File: config.mk
export PLATFORM = sky130hd
export DESIGN_NAME = fp_add_pipe
export DESIGN_NICKNAME = d
export VERILOG_FILES = /design/src/rtl/fp_add_pipe.sv
export SDC_FILE = /design/constraint.sdc
export NUM_CORES = 1
export LEC_CHECK = 0
export ABC_AREA = 1
export BUFFER_PORTS_ARGS = -buffer_cell sky130_fd_sc_hd__buf_2
export CELL_PAD_IN_SITES_DETAIL_PLACEMENT = 1
export CELL_PAD_IN_SITES_GLOBAL_PLACEMENT = 1
export CORE_MARGIN = 2
export CORE_UTILIZATION = 40
export CTS_BUF_LIST = sky130_fd_sc_hd__clkbuf_4 sky130_fd_sc_hd__clkbuf_8
export CTS_CLUSTER_DIAMETER = 80
export CTS_CLUSTER_SIZE = 14
export DETAILED_ROUTE_END_ITERATION = 12
export GPL_TIMING_DRIVEN = 0
export PLACE_DENSITY_LB_ADDON = 0.15
export SYNTH_ARGS = -nofsm -noshare
export SYNTH_HDL_FRONTEND = slang
export SYNTH_SLANG_ARGS = --single-unit
File: constraint.sdc
create_clock -name clk -period 6.03 [get_ports clk]
set_clock_uncertainty 0.2 [all_clocks]
set_input_delay 0.603 -clock clk [delete_from_list [all_inputs] [get_ports clk]]
set_output_delay 0.603 -clock clk [all_outputs]
set_load 0.03 [all_outputs]
File: src/rtl/fp_add_pipe.sv
// fp_add_pipe: three-stage pipelined floating-point adder/subtractor.
//   S1: special-case detection, magnitude compare/swap, alignment with G/R/S
//   S2: add or subtract of the aligned significands
//   S3: normalise, round to nearest even, pack result and flags
// Ports:
//   clk, rst_n          clock, asynchronous active-low reset
//   in_valid/in_ready   operand handshake (a, b, sub: 0 -> a+b, 1 -> a-b)
//   out_valid/out_ready result handshake (res, flags = {invalid, overflow, inexact})
// The whole pipeline advances together; it freezes only while a result is
// presented and not taken, so res/flags stay stable during back-pressure.
module fp_add_pipe #(
    parameter int EXP_W = 8,
    parameter int MAN_W = 23
) (
    input  logic                 clk,
    input  logic                 rst_n,
    input  logic                 in_valid,
    output logic                 in_ready,
    input  logic [EXP_W+MAN_W:0] a,
    input  logic [EXP_W+MAN_W:0] b,
    input  logic                 sub,
    output logic                 out_valid,
    input  logic                 out_ready,
    output logic [EXP_W+MAN_W:0] res,
    output logic [2:0]           flags
);
    localparam int W    = 1 + EXP_W + MAN_W;
    localparam int SW   = MAN_W + 4;                 // hidden + fraction + guard/round/sticky
    localparam int LZ_W = $clog2(SW + 1) + 1;
    localparam int XW   = (EXP_W + 2 > LZ_W) ? EXP_W + 2 : LZ_W;
    localparam logic [EXP_W-1:0] EXP_ONES = {EXP_W{1'b1}};
    localparam logic [EXP_W-1:0] EXP_ZERO = {EXP_W{1'b0}};
    localparam logic [MAN_W-1:0] MAN_ZERO = {MAN_W{1'b0}};
    localparam logic [W-1:0]     QNAN     = {1'b0, EXP_ONES, 1'b1, {(MAN_W-1){1'b0}}};

    // Leading-zero count; the highest set bit is the last one to overwrite n.
    function automatic logic [XW-1:0] lead_zeros(input logic [SW-1:0] v);
        logic [XW-1:0] n;
        n = XW'(SW);
        for (int i = 0; i < SW; i++) begin
            n = v[i] ? XW'(SW - 1 - i) : n;
        end
        return n;
    endfunction

    logic adv;

    logic             v1_q, v1_d, v2_q, v2_d, v3_q, v3_d;
    logic             sp1_q, sp1_d, sp2_q, sp2_d;
    logic [W-1:0]     sp_res1_q, sp_res1_d, sp_res2_q, sp_res2_d;
    logic [2:0]       sp_fl1_q, sp_fl1_d, sp_fl2_q, sp_fl2_d;
    logic             sl1_q, sl1_d, ss1_q, ss1_d;
    logic [EXP_W-1:0] e1_q, e1_d, e2_q, e2_d;
    logic [SW-1:0]    sig_l1_q, sig_l1_d, sig_s1_q, sig_s1_d;
    logic             sign2_q, sign2_d, zsign2_q, zsign2_d;
    logic [SW:0]      sum2_q, sum2_d;
    logic [W-1:0]     res_q, res_d;
    logic [2:0]       flags_q, flags_d;

    logic             sa, sb, a_zero, b_zero, a_inf, b_inf, a_nan, b_nan;
    logic [EXP_W-1:0] ea, eb, l_exp, s_exp, diff;
    logic [MAN_W-1:0] fa, fb;
    logic [W-2:0]     key_a, key_b;
    logic [SW-1:0]    sig_a, sig_b, sig_l, sig_s, lost, aligned;
    logic             l_sign, s_sign;

    logic [XW-1:0]    e_ext, lz, lim, sh, ex, ex_r;
    logic [SW-1:0]    sum_lo, norm;
    logic             rup, inexact;
    logic [MAN_W+1:0] rnd;
    logic [MAN_W-1:0] frac;

    assign adv       = out_ready || !v3_q;
    assign in_ready  = adv;
    assign out_valid = v3_q;
    assign res       = res_q;
    assign flags     = flags_q;

    // S1: unpack, classify, order by magnitude and align the smaller operand
    always_comb begin
        sa     = a[W-1];
        sb     = b[W-1] ^ sub;
        ea     = a[W-2:MAN_W];
        eb     = b[W-2:MAN_W];
        fa     = a[MAN_W-1:0];
        fb     = b[MAN_W-1:0];
        // A zero exponent field (zero or denormal) is treated as signed zero.
        a_zero = (ea == EXP_ZERO);
        b_zero = (eb == EXP_ZERO);
        a_inf  = (ea == EXP_ONES) && (fa == MAN_ZERO);
        b_inf  = (eb == EXP_ONES) && (fb == MAN_ZERO);
        a_nan  = (ea == EXP_ONES) && (fa != MAN_ZERO);
        b_nan  = (eb == EXP_ONES) && (fb != MAN_ZERO);
        key_a  = a_zero ? {(W-1){1'b0}} : {ea, fa};
        key_b  = b_zero ? {(W-1){1'b0}} : {eb, fb};
        sig_a  = a_zero ? {SW{1'b0}} : {1'b1, fa, 3'b000};
        sig_b  = b_zero ? {SW{1'b0}} : {1'b1, fb, 3'b000};
        // On an exact magnitude tie a stays the large operand.
        if (key_a >= key_b) begin
            l_sign = sa;  s_sign = sb;  l_exp = ea;  s_exp = eb;  sig_l = sig_a;  sig_s = sig_b;
        end else begin
            l_sign = sb;  s_sign = sa;  l_exp = eb;  s_exp = ea;  sig_l = sig_b;  sig_s = sig_a;
        end
        diff = l_exp - s_exp;
        // Shifted-out bits collapse into the sticky position (bit 0).
        if (32'(diff) >= 32'(SW - 1)) begin
            lost    = sig_s;
            aligned = {{(SW-1){1'b0}}, |sig_s};
        end else begin
            lost       = sig_s & ~({SW{1'b1}} << diff);
            aligned    = sig_s >> diff;
            aligned[0] = aligned[0] | (|lost);
        end
        sp1_d     = 1'b0;
        sp_res1_d = {W{1'b0}};
        sp_fl1_d  = 3'b000;
        if (a_nan || b_nan || (a_inf && b_inf && (sa != sb))) begin
            sp1_d     = 1'b1;
            sp_res1_d = QNAN;
            sp_fl1_d  = 3'b100;
        end else if (a_inf) begin
            sp1_d     = 1'b1;
            sp_res1_d = {sa, EXP_ONES, MAN_ZERO};
        end else if (b_inf) begin
            sp1_d     = 1'b1;
            sp_res1_d = {sb, EXP_ONES, MAN_ZERO};
        end else begin
            sp1_d     = 1'b0;
        end
        v1_d     = in_valid;
        sl1_d    = l_sign;
        ss1_d    = s_sign;
        e1_d     = l_exp;
        sig_l1_d = sig_l;
        sig_s1_d = aligned;
    end

    // S2: magnitude add/subtract; large >= aligned small so the result is non-negative
    always_comb begin
        v2_d      = v1_q;
        sp2_d     = sp1_q;
        sp_res2_d = sp_res1_q;
        sp_fl2_d  = sp_fl1_q;
        sign2_d   = sl1_q;
        // Exact cancellation of opposite signs yields +0; equal signs keep their sign.
        zsign2_d  = sl1_q & ss1_q;
        e2_d      = e1_q;
        if (sl1_q != ss1_q) begin
            sum2_d = {1'b0, sig_l1_q} + {1'b1, ~sig_s1_q} + {{SW{1'b0}}, 1'b1};
        end else begin
            sum2_d = {1'b0, sig_l1_q} + {1'b0, sig_s1_q};
        end
    end

    // S3: normalise, round to nearest even, detect overflow/underflow, pack
    always_comb begin
        e_ext  = XW'(e2_q);
        sum_lo = sum2_q[SW-1:0];
        lz     = lead_zeros(sum_lo);
        lim    = (e_ext > XW'(1)) ? e_ext - XW'(1) : {XW{1'b0}};
        sh     = {XW{1'b0}};
        if (sum2_q[SW]) begin
            norm    = sum2_q[SW:1];
            norm[0] = sum2_q[1] | sum2_q[0];
            ex      = e_ext + XW'(1);
        end else begin
            // Left shift is capped so the exponent never drops below 1.
            sh   = (lz < lim) ? lz : lim;
            norm = sum_lo << sh;
            ex   = e_ext - sh;
        end
        rup     = norm[2] & (norm[1] | norm[0] | norm[3]);
        inexact = |norm[2:0];
        rnd     = {1'b0, norm[SW-1:3]} + {{(MAN_W+1){1'b0}}, rup};
        ex_r    = rnd[MAN_W+1] ? ex + XW'(1) : ex;
        frac    = rnd[MAN_W+1] ? rnd[MAN_W:1] : rnd[MAN_W-1:0];
        v3_d    = v2_q;
        if (sp2_q) begin
            res_d   = sp_res2_q;
            flags_d = sp_fl2_q;
        end else if (sum2_q == {(SW+1){1'b0}}) begin
            res_d   = {zsign2_q, {(W-1){1'b0}}};
            flags_d = 3'b000;
        end else if (!norm[SW-1]) begin
            // Still unnormalised at the minimum exponent: below normal range.
            res_d   = {sign2_q, {(W-1){1'b0}}};
            flags_d = 3'b001;
        end else if (ex_r >= XW'(EXP_ONES)) begin
            res_d   = {sign2_q, EXP_ONES, MAN_ZERO};
            flags_d = 3'b011;
        end else begin
            res_d   = {sign2_q, ex_r[EXP_W-1:0], frac};
            flags_d = {2'b00, inexact};
        end
    end

    // Pipeline registers: cleared asynchronously, all stages move together on adv
    always_ff @(posedge clk or negedge rst_n) begin
        if (!rst_n) begin
            v1_q      <= 1'b0;          v2_q      <= 1'b0;          v3_q     <= 1'b0;
            sp1_q     <= 1'b0;          sp2_q     <= 1'b0;
            sp_res1_q <= {W{1'b0}};     sp_res2_q <= {W{1'b0}};
            sp_fl1_q  <= 3'b000;        sp_fl2_q  <= 3'b000;
            sl1_q     <= 1'b0;          ss1_q     <= 1'b0;
            e1_q      <= {EXP_W{1'b0}}; e2_q      <= {EXP_W{1'b0}};
            sig_l1_q  <= {SW{1'b0}};    sig_s1_q  <= {SW{1'b0}};
            sign2_q   <= 1'b0;          zsign2_q  <= 1'b0;
            sum2_q    <= {(SW+1){1'b0}};
            res_q     <= {W{1'b0}};     flags_q   <= 3'b000;
        end else if (adv) begin
            v1_q      <= v1_d;          v2_q      <= v2_d;          v3_q     <= v3_d;
            sp1_q     <= sp1_d;         sp2_q     <= sp2_d;
            sp_res1_q <= sp_res1_d;     sp_res2_q <= sp_res2_d;
            sp_fl1_q  <= sp_fl1_d;      sp_fl2_q  <= sp_fl2_d;
            sl1_q     <= sl1_d;         ss1_q     <= ss1_d;
            e1_q      <= e1_d;          e2_q      <= e2_d;
            sig_l1_q  <= sig_l1_d;      sig_s1_q  <= sig_s1_d;
            sign2_q   <= sign2_d;       zsign2_q  <= zsign2_d;
            sum2_q    <= sum2_d;
            res_q     <= res_d;         flags_q   <= flags_d;
        end
    end
endmodule

* After elaboration in Yosys (flattened, before gate mapping)
Index checks and enable logic that the tools add are counted.
** Word-level totals
- Register bits after elaboration :: 212
** Operators by class
- Reduce and logical (&&, ||, !) cells :: 20
- Bitwise operators :: 10
- Shift-type cells :: 3
- Muxes and demuxes :: 60
- $add $sub $neg :: 9
- Order comparisons :: 5
- Eq/ne operators :: 4
** Operators with widths (number)
- $mux 27 :: 6
- $mux 32 :: 5
- $mux 31 :: 4
- $mux 5 :: 16
- $not 27->27 :: 2
- $reduce_or 27->1 :: 2
- $logic_not 23->1 :: 2
- $reduce_bool 23->1 :: 2
- $mux 10 :: 4
- $mux 4 :: 8
- $ge 31x31->1 :: 1
- $add 27x27->28 :: 1
- $add 27x28->28 :: 1
- $add 28x1->28 const B :: 1
- $logic_not 28->1 :: 1
- $mux 28 :: 1
- $and 27x27->27 :: 1
- $shl 27x10->27 :: 1
- $shl 27x8->27 const A :: 1
- $shr 27x8->27 :: 1
- $add 24x1->25 :: 1
- $mux 23 :: 1
- $eq 8x8->1 const B :: 2
- $logic_not 8->1 :: 2
- other kinds (21) :: 44

* Logic depth before layout (Yosys ltp)
- Word-level depth :: 41
- Mapped depth :: 64

* Worst setup path after synthesis
Ideal clock, no wire load.
- Path kind :: input port to flip-flop
- Start point :: input a[24]
- End point :: register sig_s1_q[12]
- Library setup time :: 83 ps
- Stages :: 34
- Data arrival time :: 5354 ps
- Data required time :: 5747 ps
- Slack :: 393 ps
- Path through :: nor4_1 -> nand4_1 -> inv_1 -> buf_1 -> nor2_1 -> ha_1 -> a21oi_1 -> o21ai_0 -> a21o_1 -> a221oi_1 -> o21bai_1 -> nand4_1 -> a21oi_1 -> o21ai_0 -> nand3_1 -> clkbuf_1 -> o21ai_0 -> o21ai_0 -> inv_1 -> a21oi_1 -> o21ai_0 -> a21o_1 -> a21oi_1 -> o21ai_0 -> xor2_1 -> nand2_1 -> nor2_1 -> o21ai_0 -> nor2_1 -> nand2_1 -> clkbuf_1 -> a31oi_1 -> o21ai_0 -> o21ai_0
** Between the ends
- Word-level cells in the longest chain between the ends :: 7
- Elaborated cells on any way between the ends :: 11
- Those cells by class :: add/sub (1); order compare (2); shift (1); mux (6); reduce/logical (1)
** RTL lines
- start, declared :: RTL line 19 : input logic [EXP_W+MAN_W:0] a,
- $logic_not 8->1 :: RTL line 88 : a_zero = (ea == EXP_ZERO);
- $mux 31 :: RTL line 94 : key_a = a_zero ? {(W-1){1'b0}} : {ea, fa};
- $ge 31x31->1 :: RTL line 99 : if (key_a >= key_b) begin
- $mux 8 :: RTL line 99
- $sub 8x8->8 :: RTL line 104 : diff = l_exp - s_exp;
- $shr 27x8->27 or $ge 8x5->1 (tied branches) :: RTL line 111, 106
- $mux 27 (*) :: RTL line 106 : if (32'(diff) >= 32'(SW - 1)) begin
- end signal, assigned :: RTL line 206 : sig_l1_q <= {SW{1'b0}}; sig_s1_q <= {SW{1'b0}};
- end signal, assigned :: RTL line 217 : sig_l1_q <= sig_l1_d; sig_s1_q <= sig_s1_d;
- end, declared :: RTL line 54 : logic [SW-1:0] sig_l1_q, sig_l1_d, sig_s1_q, sig_s1_d;
Mark *: on every way between the ends. The rest lies on a longest branch, timed or not.
A chain may end at the register's enable or synchronous reset.

* Final worst setup path
- Start point :: register sum2_q[1]
- End point :: register res_q[30], in the netlist res[30]
** Between the ends
- Word-level cells in the longest chain between the ends :: 40
- Elaborated cells on any way between the ends :: 45
- Those cells by class :: add/sub (3); order compare (2); shift (1); mux (34); bitwise (4); reduce/logical (1)
** RTL lines
- start, declared :: RTL line 56 : logic [SW:0] sum2_q, sum2_d;
- start signal, assigned :: RTL line 208 : sum2_q <= {(SW+1){1'b0}};
- start signal, assigned :: RTL line 219 : sum2_q <= sum2_d;
- $mux 2 (2 in a row) :: RTL line 41 : n = v[i] ? XW'(SW - 1 - i) : n;
- $mux 4 (8 in a row) :: RTL line 41
- $mux 5 (16 in a row) :: RTL line 41
- $lt 5x10->1 :: RTL line 168 : sh = (lz < lim) ? lz : lim;
- $mux 10 :: RTL line 168
- $shl 27x10->27 :: RTL line 169 : norm = sum_lo << sh;
- $mux 27 :: RTL line 162 : if (sum2_q[SW]) begin
- $or 1x1->1 (2 in a row) :: RTL line 172 : rup = norm[2] & (norm[1] | norm[0] | norm[3]);
- $and 1x1->1 :: RTL line 172
- $add 24x1->25 :: RTL line 174 : rnd = {1'b0, norm[SW-1:3]} + {{(MAN_W+1){1'b0}}, rup};
- $mux 10 :: RTL line 175 : ex_r = rnd[MAN_W+1] ? ex + XW'(1) : ex;
- $ge 10x8->1 :: RTL line 188 : end else if (ex_r >= XW'(EXP_ONES)) begin
- $mux 31 :: RTL line 188
- $mux 31 :: RTL line 184 : end else if (!norm[SW-1]) begin
- $mux 32 (*) :: RTL line 181 : end else if (sum2_q == {(SW+1){1'b0}}) begin
- $mux 32 (*) :: RTL line 178 : if (sp2_q) begin
- end signal, assigned :: RTL line 220 : res_q <= res_d; flags_q <= flags_d;
- end, declared :: RTL line 57 : logic [W-1:0] res_q, res_d;
Marked as above.

==> flow_summary.yaml <==
synthesis:
  syn_area_um2: 15200
  yosysSeqAreaShare_pct: 23.5
  yosysUniqueCellTypes: 59
  yosys_warnings: 0
  yosys.area.top_type_share_pct: 23.5
  synth_area_leaders: "dfrtp_1 (24%), nand2_1 (17%), nand3_1 (11%)"
  synthCells: 2467
  synth_seq_cells: 143
  yosys.area.top_type: "dfrtp_1"
  syn_avg_cell_area_um2: 6.16
critical_path:
  reg2reg_to: "res[30]"
  reg2reg_slack_ns: -0.29
  reg2reg_depth: 59
  arrival_ns: 6.45
  setup.worst_path.start: "sum2_q[1]"
  cp_num_cells: 59
  crit_fanout: 7
  critPathTopFamily: "simple AND/OR/NAND/NOR gates"
  cp.required_ns: 6.16
  critPathMaxStageDelay_ns: 0.42
  critPathMostFrequentCell: "nand2_1"
  crit_path_end: "res[30]"
  slowest_stage: "dfrtp_2"
  critPathLaunchType: "flip-flop"
  endpoint_kind: "flip-flop"
  r2r-start: "sum2_q[1]"
  worst-path-buf-inv: 9
  path_class: "flip-flop to flip-flop"
route:
  num_vias: 18900
  wl_per_cell_um: 23.9
  first_pass_iters: 6
  vias_per_cell: 5.88
  ant_nets: 0
  drt_iter0_drc: 1138
  drt_wl_total_um: 76800
  drc: 0
sta:
  tightest_slew_ns: 1.18
  period_needed_ns: 6.32
  min_period_over_period_pct: 105
  fmax_ghz: 0.158
  slew_headroom_pct: 21.0
  finalSetupViolCount: 33
  rsz0062_at_grt: "true"
  slew_violations: 0
  setup_ws_ns: -0.287
  hold_viol_final: 0
  tns_ns: -7.38
floorplanning:
  start_util_pct: 40.5
  dieWidth_um: 199
  io_pins: 106
  coreArea_um2: 37600
  die_area_um2: 39600
  dieHeight_um: 199
  row_count: 71
clocking:
  cts_tree: "done"
  clk_pin_slew_ns: 0.09
  clockBufferDepth: 2
  clock_latency_ns: 0.50
  htree_levels: 4
  cts_sinks: 143
  numCtsBuffers: 17
  clockRootBuffer: "clkbuf_8"
min_path:
  hold_path_class: "input pin to flip-flop"
power:
  power.total_w: 0.0110
  power.leakage_nw: 9.11
  pwr_density_cell_nw_per_um2: 587
  ir_drop_uv: 240
status:
  violations: "setup timing"
  status: "finished with violations"
grt:
  grt.overflow.total: 0
  grtUsageMet2_pct: 66.1
  grt.busiest_layer: "met2"
  antenna_found_initial: 0
  grt.met1_usage_pct: 40.6
  grt_max_degree: 97
  grt_util_all_layers_pct: 37.6
  grt_pass1_vias: 19100
  grt_pass1_wl_um: 112000
  grt_util_met3_pct: 5.14
placement:
  hpwl_um: 58500
  portBuffers: 105
  dp_cells: 3086
  gp_congestion: 0.998
layout:
  layout_commonest_cell: "nand2_1"
  nNetsFinal: 2860
  final_util_pct: 50.0
  drive_gt1_share_pct: 20.3
  stdcell_count: 3214
  syn2layout_area_growth_pct: 23.5
  final_cell_mix: "nand2_1 (636), nand3_1 (296), inv_1 (213)"
  diodes: 0
run:
  cap_violations: 0
## registers in the layout, summed over array words and instances (netlist names)
signal,count
sum2_q,28
zsign2_q,1
ss1_q,1
e1_q,8
sign2_q,1
out_valid,1
sp_res2_q,2
res,32
v1_q,1
sig_s1_q,27
flags,3
sp_res1_q,3
sp2_q,1
sign2_d,1
e2_q,8
sig_l1_q,24
v2_q,1
## report_power, final
part / switching [W] / total [W] / leakage [nW] / internal [W]
Clock: 0.000450 / 0.000758 / 0.178 / 0.000308
Sequential: 0.000459 / 0.00175 / 1.78 / 0.00129
Combinational: 0.00579 / 0.00851 / 7.16 / 0.00272
Total: 0.00670 / 0.0110 / 9.11 / 0.00431
## stage by stage
step	setup WS, ns	hold WS (ns)	cell area [um^2]
floorplan	0.393	0.107	15200
global placement	-2.34	0.232	16400
detailed placement	-2.43	0.238	16400
CTS	0.00533	0.0999	17600
global route	-0.611	0.113	18800
finish	-0.287	0.123	18800
## worst reg2reg max path, delay by kind of cell, from the launching register on
family,cells,cell delay [ns]
compound gates,2,0.37
xor+xnor,2,0.23
fa+ha+maj,2,0.38
buf+inv,9,1.16
flops,1,0.42
simple gates,44,3.42
## worst min path at each step
stage,from,end,slack [ns],cells after the start
after floorplan,rst_n,e1_q[0],0.11,0
after global placement,v2_q,out_valid,0.23,2
after detailed placement,v2_q,out_valid,0.24,2
after CTS,in_valid,v1_q,0.1,3
after global routing,in_valid,v1_q,0.11,3
final,in_valid,v1_q,0.12,3
## cell usage after synthesis, drive strengths merged
cell type,n
a211oi,6
a21o,2
a21oi,160
a221o,2
a221oi,4
a22oi,3
a311oi,1
a31oi,8
a32o,1
a32oi,1
and2,2
buf,43
clkbuf,80
clkinv,5
conb,1
dfrtp,143
fa,2
ha,99
inv,239
mux2i,5
nand2,682
nand3,328
nand3b,4
nand4,39
nor2,231
nor3,25
nor4,15
o2111ai,6
o211ai,9
o21a,2
o21ai,217
o21bai,5
o22ai,18
o311ai,1
o31ai,8
or2,13
or4,1
xnor2,15
xor2,41
## layer usage
| metal | vias to the layer above | part of all wire (%) |
|---|---|---|
| li1 | 8655 | - |
| met1 | 9233 | 38 |
| met2 | 692 | 48 |
| met3 | 311 | 4.4 |
| met4 | 0 | 9.1 |
| met5 | - | 0 |
## kinds of logic (layout without fill, tap and decap cells)
logic type,count (synthesis),after routing,share of synthesized area (%)
buffers and inverters,367,600,9.60
adder cells (fa/ha/maj),101,101,8.41
flip-flops,143,143,23.5
other,1,3,0.0247
multiplexers,5,5,0.329
XOR/XNOR,56,56,3.23
AND/OR/NAND/NOR,1340,1341,38.3
AO/OA/AOI/OAI,454,454,16.6
## timing repair
action	in CTS	in global routing
cloned	3	3
gates resized for setup	160	235
hold buffers	1	0
endpoints found under the setup margin	86	60
pin swaps	30	97
buffers inserted	35	55
hold endpoints to repair	47	0
## final cells by class
type	count	area, um^2
Inverter	244	942
Clock inverter	14	119
Multi-Input combinational cell	1960	11200
Tap cell	511	639
Clock buffer	18	248
Timing Repair inverter	1	5.00
Sequential cell	143	3590
Buffer	122	678
Fill cell	5140	18800
Timing Repair Buffer	201	1380
No activity file was read; power rests on OpenSTA's default activity.
